`src/rtl/vend_pkg.sv`:
```
// Shared types and coin helpers for the vending coin acceptor.
// Credit is counted in nickel units throughout.
package vend_pkg;

  typedef enum logic [1:0] {
    ST_ACCEPT = 2'b00,
    ST_VEND   = 2'b01,
    ST_REFUND = 2'b10
  } state_t;

  localparam logic [1:0] COIN_NONE    = 2'b00;
  localparam logic [1:0] COIN_NICKEL  = 2'b01;
  localparam logic [1:0] COIN_DIME    = 2'b10;
  localparam logic [1:0] COIN_QUARTER = 2'b11;

  function automatic logic [2:0] coin_value(
    input logic [1:0] code
  );
    logic [2:0] v;
    v = 3'd0;
    case (code)
      COIN_NICKEL:  v = 3'd1;
      COIN_DIME:    v = 3'd2;
      COIN_QUARTER: v = 3'd5;
      default:      v = 3'd0;
    endcase
    return v;
  endfunction

endpackage

```
`src/rtl/vend_coin_decode.sv`:
```
// Coin code to nickel-unit value and legality.
// Quarters are legal only when the build accepts them.
module vend_coin_decode
  import vend_pkg::*;
#(
  parameter int ALLOW_QUARTER = 1
) (
  input  logic [1:0] coin,
  output logic [2:0] value,
  output logic       legal
);

  logic w_is_q;

  assign w_is_q = (coin == COIN_QUARTER);
  assign value  = coin_value(coin);
  assign legal  = (coin != COIN_NONE) &&
                  (!w_is_q || (ALLOW_QUARTER != 0));

endmodule

```
`src/rtl/vend_change_fsm.sv`:
```
// Coin acceptor: accumulate credit, vend at PRICE,
// then pay excess back as serial one-nickel pulses.
module vend_change_fsm
  import vend_pkg::*;
#(
  parameter int PRICE         = 3,
  parameter int CREDIT_W      = 4,
  parameter int ALLOW_QUARTER = 1
) (
  input  logic                clock,
  input  logic                reset,
  input  logic [1:0]          coin,
  input  logic                cancel,
  output logic                newspaper,
  output logic                change,
  output logic                coin_reject,
  output logic                busy,
  output logic [CREDIT_W-1:0] credit
);

  if ((1 << CREDIT_W) <= PRICE + 4) begin : g_bad_w
    $error("CREDIT_W too narrow for PRICE");
  end
  if (PRICE < 1 || PRICE > 31) begin : g_bad_p
    $error("PRICE out of range 1..31");
  end

  localparam logic [CREDIT_W:0] LP_PRICE =
    (CREDIT_W+1)'(PRICE);

  state_t                r_state;
  logic [CREDIT_W-1:0]   r_credit;
  logic                  r_reject;
  logic [2:0]            w_value;
  logic                  w_legal;
  logic                  w_any;
  logic                  w_has;
  logic [CREDIT_W:0]     w_sum;

  vend_coin_decode #(
    .ALLOW_QUARTER(ALLOW_QUARTER)
  ) u_dec (
    .coin  (coin),
    .value (w_value),
    .legal (w_legal)
  );

  assign w_any = (coin != COIN_NONE);
  assign w_has = (r_credit != '0);
  assign w_sum = {1'b0, r_credit} +
                 (CREDIT_W+1)'(w_value);

  always_ff @(posedge clock or posedge reset) begin
    if (reset) begin
      r_state  <= ST_ACCEPT;
      r_credit <= '0;
      r_reject <= 1'b0;
    end else begin
      r_reject <= 1'b0;
      unique case (r_state)
        ST_ACCEPT: begin
          // cancel outranks any coin on the same edge
          if (cancel) begin
            r_reject <= w_any;
            if (w_has) r_state <= ST_REFUND;
          end else if (w_legal) begin
            if (w_sum >= LP_PRICE) begin
              r_credit <= CREDIT_W'(w_sum - LP_PRICE);
              r_state  <= ST_VEND;
            end else begin
              r_credit <= CREDIT_W'(w_sum);
            end
          end else begin
            r_reject <= w_any;
          end
        end
        ST_VEND: begin
          r_reject <= w_any;
          r_state  <= w_has ? ST_REFUND : ST_ACCEPT;
        end
        ST_REFUND: begin
          r_reject <= w_any;
          r_credit <= r_credit - CREDIT_W'(1);
          if (r_credit <= CREDIT_W'(1)) begin
            r_credit <= '0;
            r_state  <= ST_ACCEPT;
          end
        end
        default: begin
          r_state  <= ST_ACCEPT;
          r_credit <= '0;
        end
      endcase
    end
  end

  assign newspaper   = (r_state == ST_VEND);
  assign change      = (r_state == ST_REFUND);
  assign busy        = (r_state != ST_ACCEPT);
  assign coin_reject = r_reject;
  assign credit      = r_credit;

endmodule

```
`config.mk`:
```
export PLATFORM = sky130hd
export DESIGN_NAME = vend_change_fsm
export DESIGN_NICKNAME = d
export VERILOG_FILES = /design/src/rtl/vend_pkg.sv /design/src/rtl/vend_coin_decode.sv /design/src/rtl/vend_change_fsm.sv
export SDC_FILE = /design/constraint.sdc
export NUM_CORES = 1
export LEC_CHECK = 0
export CAP_MARGIN = 10
export CORE_ASPECT_RATIO = 0.8
export CORE_UTILIZATION = 40
export DETAILED_ROUTE_END_ITERATION = 8
export PLACE_DENSITY_LB_ADDON = 0.1
export SETUP_SLACK_MARGIN = 0.5
export SKIP_CTS_REPAIR_TIMING = 1
export SYNTH_ARGS = -nofsm -noshare
export SYNTH_HDL_FRONTEND = slang
export SYNTH_SLANG_ARGS = --single-unit
```
`constraint.sdc`:
```
create_clock -name clock -period 3 [get_ports clock]
set_clock_uncertainty 0.2 [all_clocks]
set_input_delay 0.6 -clock clock [delete_from_list [all_inputs] [get_ports clock]]
set_output_delay 0.6 -clock clock [all_outputs]
set_load 0.03 [all_outputs]
```
==> report_table.html <==
<table>
<tr><th>Metric</th><th>Value</th></tr>
<tr><th colspan="2">Status</th></tr>
<tr><td>Result of the run</td><td>completed</td></tr>
<tr><th colspan="2">Critical path</th></tr>
<tr><td>Type of destination of the critical path</td><td>primary output</td></tr>
<tr><td>Sequence of cells on the critical path</td><td>clkdlybuf4s50_1</td></tr>
<tr><td>Required arrival time at the worst endpoint</td><td>2.20 ns</td></tr>
<tr><td>Startpoint type of the worst setup path</td><td>flop</td></tr>
<tr><td>Critical Path Slowest Stage Cell</td><td>clkdlybuf4s50_1</td></tr>
<tr><td>Startpoint-to-endpoint class of the critical path</td><td>reg2out</td></tr>
<tr><td>Top fanout value on the critical path</td><td>11</td></tr>
<tr><td>Buffers and inverters on the worst path</td><td>1</td></tr>
<tr><td>Crit-path leading delay family</td><td>buffers and inverters</td></tr>
<tr><td>Largest stage delay on the critical path</td><td>0.76 ns</td></tr>
<tr><td>Data arrival time of the critical path</td><td>1.66 ns</td></tr>
<tr><th colspan="2">Logic synthesis</th></tr>
<tr><td>Mapped Nets</td><td>112</td></tr>
<tr><td>Mapped Cells</td><td>95</td></tr>
<tr><td>Warnings from Yosys</td><td>0</td></tr>
<tr><td>Dominant cell by count in the synthesized netlist</td><td>a21oi_1</td></tr>
<tr><td>XOR/XNOR share of the synthesized area</td><td>3.14%</td></tr>
<tr><td>Area share of the largest cell type after synthesis</td><td>22.0%</td></tr>
<tr><td>Count of unique library cells instantiated by Yosys</td><td>35</td></tr>
<tr><td>Cell area after synthesis</td><td>796 um2</td></tr>
<tr><td>Synthesized area per cell</td><td>8.38 um2</td></tr>
<tr><td>Top cell type by total area after synthesis</td><td>dfrtp_1</td></tr>
<tr><td>Number of enable flip-flop cells after synthesis</td><td>0</td></tr>
<tr><td>Basic-gate share of the synthesized area counting and, or, nand and nor cells</td><td>19.7%</td></tr>
<tr><td>Synth Area in Compound Gates</td><td>28.0%</td></tr>
<tr><td>Synthesized-area fraction occupied by adder cells</td><td>19.8%</td></tr>
<tr><td>Async S/R FF share, synth</td><td>100%</td></tr>
<tr><td>Multiplexer share of the synthesized area</td><td>1.26%</td></tr>
<tr><td>Count of state elements after synthesis</td><td>7</td></tr>
<tr><td>Cell types with the largest area share after synthesis</td><td>dfrtp_1 (22%), ha_1 (17%), a21oi_1 (7.5%)</td></tr>
<tr><td>Leading register cell type out of synthesis</td><td>dfrtp_1</td></tr>
<tr><td>Largest family of logic cells by synthesized area</td><td>compound AO/OA/AOI/OAI gates</td></tr>
<tr><td>Sequential fraction of the synthesis area</td><td>22.0%</td></tr>
<tr><td>Top cells by instance count after synthesis</td><td>a21oi_1 (12), ha_1 (11), inv_1 (8)</td></tr>
<tr><th colspan="2">Flow run</th></tr>
<tr><td>Max-cap violations</td><td>0</td></tr>
<tr><th colspan="2">Routing</th></tr>
<tr><td>DR DRC count</td><td>0</td></tr>
<tr><td>Routed wirelength normalized by instance count</td><td>14.8 um</td></tr>
<tr><td>First-pass DRT Iterations</td><td>4</td></tr>
<tr><td>Post-route antenna net violation count</td><td>0</td></tr>
<tr><td>Mean number of vias per cell</td><td>5.60</td></tr>
<tr><td>Number of DRC markers after the initial detailed-route iteration</td><td>7</td></tr>
<tr><td>Routed WL</td><td>2130 um</td></tr>
<tr><td>Via total after detailed routing</td><td>807</td></tr>
<tr><th colspan="2">Global routing</th></tr>
<tr><td>Via count of the first global-routing pass</td><td>732</td></tr>
<tr><td>First-pass GRT wire length</td><td>3350 um</td></tr>
<tr><td>GRT Total Usage</td><td>20.9%</td></tr>
<tr><td>Pin count of the biggest net entering global routing</td><td>12</td></tr>
<tr><td>Number of antenna violations at the first check in global routing</td><td>0</td></tr>
<tr><td>Overflow left after global routing</td><td>0</td></tr>
<tr><th colspan="2">Placed design</th></tr>
<tr><td>Placer congestion estimate</td><td>0.862</td></tr>
<tr><td>HPWL after detailed placement</td><td>1630 um</td></tr>
<tr><td>I/O Buffers</td><td>12</td></tr>
<tr><th colspan="2">Clock network</th></tr>
<tr><td>TritonCTS clock tree</td><td>built</td></tr>
<tr><td>CTS clock-pin slew for the worst setup and hold paths</td><td>0.05 ns</td></tr>
<tr><td>Longest Clk Path Bufs</td><td>2</td></tr>
<tr><td>Clock tree root buffer cell</td><td>clkbuf_4</td></tr>
<tr><td>Number of buffers inserted during clock tree synthesis</td><td>3</td></tr>
<tr><td>Worst-Skew Late Latency</td><td>0.26 ns</td></tr>
<tr><td>H-tree levels</td><td>1</td></tr>
<tr><td>Number of sinks handled by clock tree synthesis</td><td>7</td></tr>
<tr><th colspan="2">Cells and area</th></tr>
<tr><td>Count of nets after finishing</td><td>138</td></tr>
<tr><td>Area grow syn2layout</td><td>37.7%</td></tr>
<tr><td>Antenna diode instance count</td><td>0</td></tr>
<tr><td>Fraction of layout instances using a drive strength above 1</td><td>25.8%</td></tr>
<tr><td>Number of fillers in the final layout</td><td>176</td></tr>
<tr><th colspan="2">Hold path</th></tr>
<tr><td>Worst Hold Class</td><td>in2async</td></tr>
<tr><th colspan="2">Timing</th></tr>
<tr><td>Summed negative setup slack over all endpoints</td><td>0 ns</td></tr>
<tr><td>Number of hold violations in the final report</td><td>0</td></tr>
<tr><td>Fmax</td><td>406 MHz</td></tr>
<tr><td>Unrepaired setup endpoints after global routing</td><td>true</td></tr>
<tr><td>Total of endpoints with negative setup slack in the final report</td><td>0</td></tr>
<tr><td>Final slew viol count</td><td>0</td></tr>
<tr><td>Actual transition at the worst max-transition pin</td><td>0.485 ns</td></tr>
<tr><td>Final worst path period need</td><td>2.46 ns</td></tr>
<tr><td>Final period util</td><td>82.1%</td></tr>
<tr><td>Relative slew slack</td><td>67.7%</td></tr>
<tr><td>Hold Slack</td><td>0.381 ns</td></tr>
<tr><th colspan="2">Floorplan</th></tr>
<tr><td>Area of the core region</td><td>1870 um2</td></tr>
<tr><td>Standard-cell row count</td><td>14</td></tr>
<tr><td>Floorplan die width</td><td>51.9 um</td></tr>
<tr><td>Number of top-level design ports</td><td>13</td></tr>
<tr><td>Die outline height</td><td>41.9 um</td></tr>
<tr><td>Initial cell density of the core</td><td>42.5%</td></tr>
<tr><td>Die area</td><td>2170 um2</td></tr>
<tr><th colspan="2">Power</th></tr>
<tr><td>Power density over the cells</td><td>1190 nW/um2</td></tr>
<tr><td>Worst-case vdd ir drop</td><td>0.610 mV</td></tr>
<tr><td>Total power draw</td><td>0.00131 W</td></tr>
<tr><td>Static power due to leakage</td><td>0.534 nW</td></tr>
</table>
==> cell families after synthesis <==
kind of cell | Yosys count
flip-flops | 7
buffers and inverters | 11
XOR/XNOR | 2
adder cells (fa/ha/maj) | 12
multiplexers | 1
AO/OA/AOI/OAI | 32
AND/OR/NAND/NOR | 30
==> final timing paths <==
path	from	to	slack, ns	depth (start not counted)
worst max-delay path	credit[3]$_DFFE_PP0P_	credit[3]	0.54	1
worst min-delay path	reset	credit[3]$_DFFE_PP0P_	0.38	2
min in group clock	r_state[0]$_DFFE_PP0P_	r_state[0]$_DFFE_PP0P_	0.41	2
worst max register to register	credit[0]$_DFFE_PP0P_	credit[0]$_DFFE_PP0P_	0.56	8
worst min register to register	r_state[0]$_DFFE_PP0P_	r_state[0]$_DFFE_PP0P_	0.41	2
max in group asynchronous	reset	credit[0]$_DFFE_PP0P_	1.98	2
==> power breakdown <==
group | internal (W) | switching, W
logic | 0.000451 | 0.000556
registers | 0.000140 | 0.0000723
clock network | 0.0000510 | 0.0000381
==> per-stage QoR <==
| step | cell area (um2) | utilization (%) | cells | setup slack [ns] |
|---|---|---|---|---|
| floorplan | 805 | - | 95 | 0.516 |
| global placement | 1010 | 53.7 | 138 | -0.0710 |
| detailed placement | 1010 | 53.7 | 138 | -0.0936 |
| CTS | 1030 | 55.1 | 142 | 0.185 |
| global route | 1100 | 58.5 | 144 | 0.450 |
| finish | 1100 | 58.5 | 144 | 0.538 |
==> layer usage <==
layer / vias to the layer above / share of wire [%] / GRT usage [%]
met5: - / 0 / 0
met4: 0 / 0.66 / 4.86
met3: 2 / 3.2 / 2.20
met2: 30 / 51 / 35.6
met1: 384 / 45 / 28.0
li1: 391 / - / -
==> worst reg2reg max path: stages, from the launching register on <==
cell and delay, ns:
dfrtp_2 0.44, ha_4 0.18, fa_1 0.47, ha_2 0.22, a21oi_2 0.15, nand2_2 0.10
a211oi_4 0.30, or3_1 0.17, a31oi_1 0.08
==> cells in the final DEF (no fill, tap or decap), types with 3 or more instances in the layout <==
cell / instances
nor3_1: 5
nand2_1: 3
clkbuf_4: 3
a21oi_1: 11
dfrtp_1: 6
ha_1: 8
dlymetal6s2s_1: 4
buf_4: 11
inv_1: 8
nor2_1: 6
clkdlybuf4s50_1: 7
o21ai_0: 6
nand3_1: 4
==> registers in the layout, summed over array words and instances, names as in the netlist <==
name and count:
r_state 2, coin_reject 1, credit 4
==> final cells by class <==
type,count,area [um2],share of cell area [%]
Clock buffer,4,26.3,2.40
Inverter,9,33.8,3.08
Multi-Input combinational cell,77,616,56.2
Sequential cell,7,176,16.1
Tap cell,24,30.0,2.74
Timing Repair Buffer,23,214,19.5
Power figures use the tool's default switching activity.
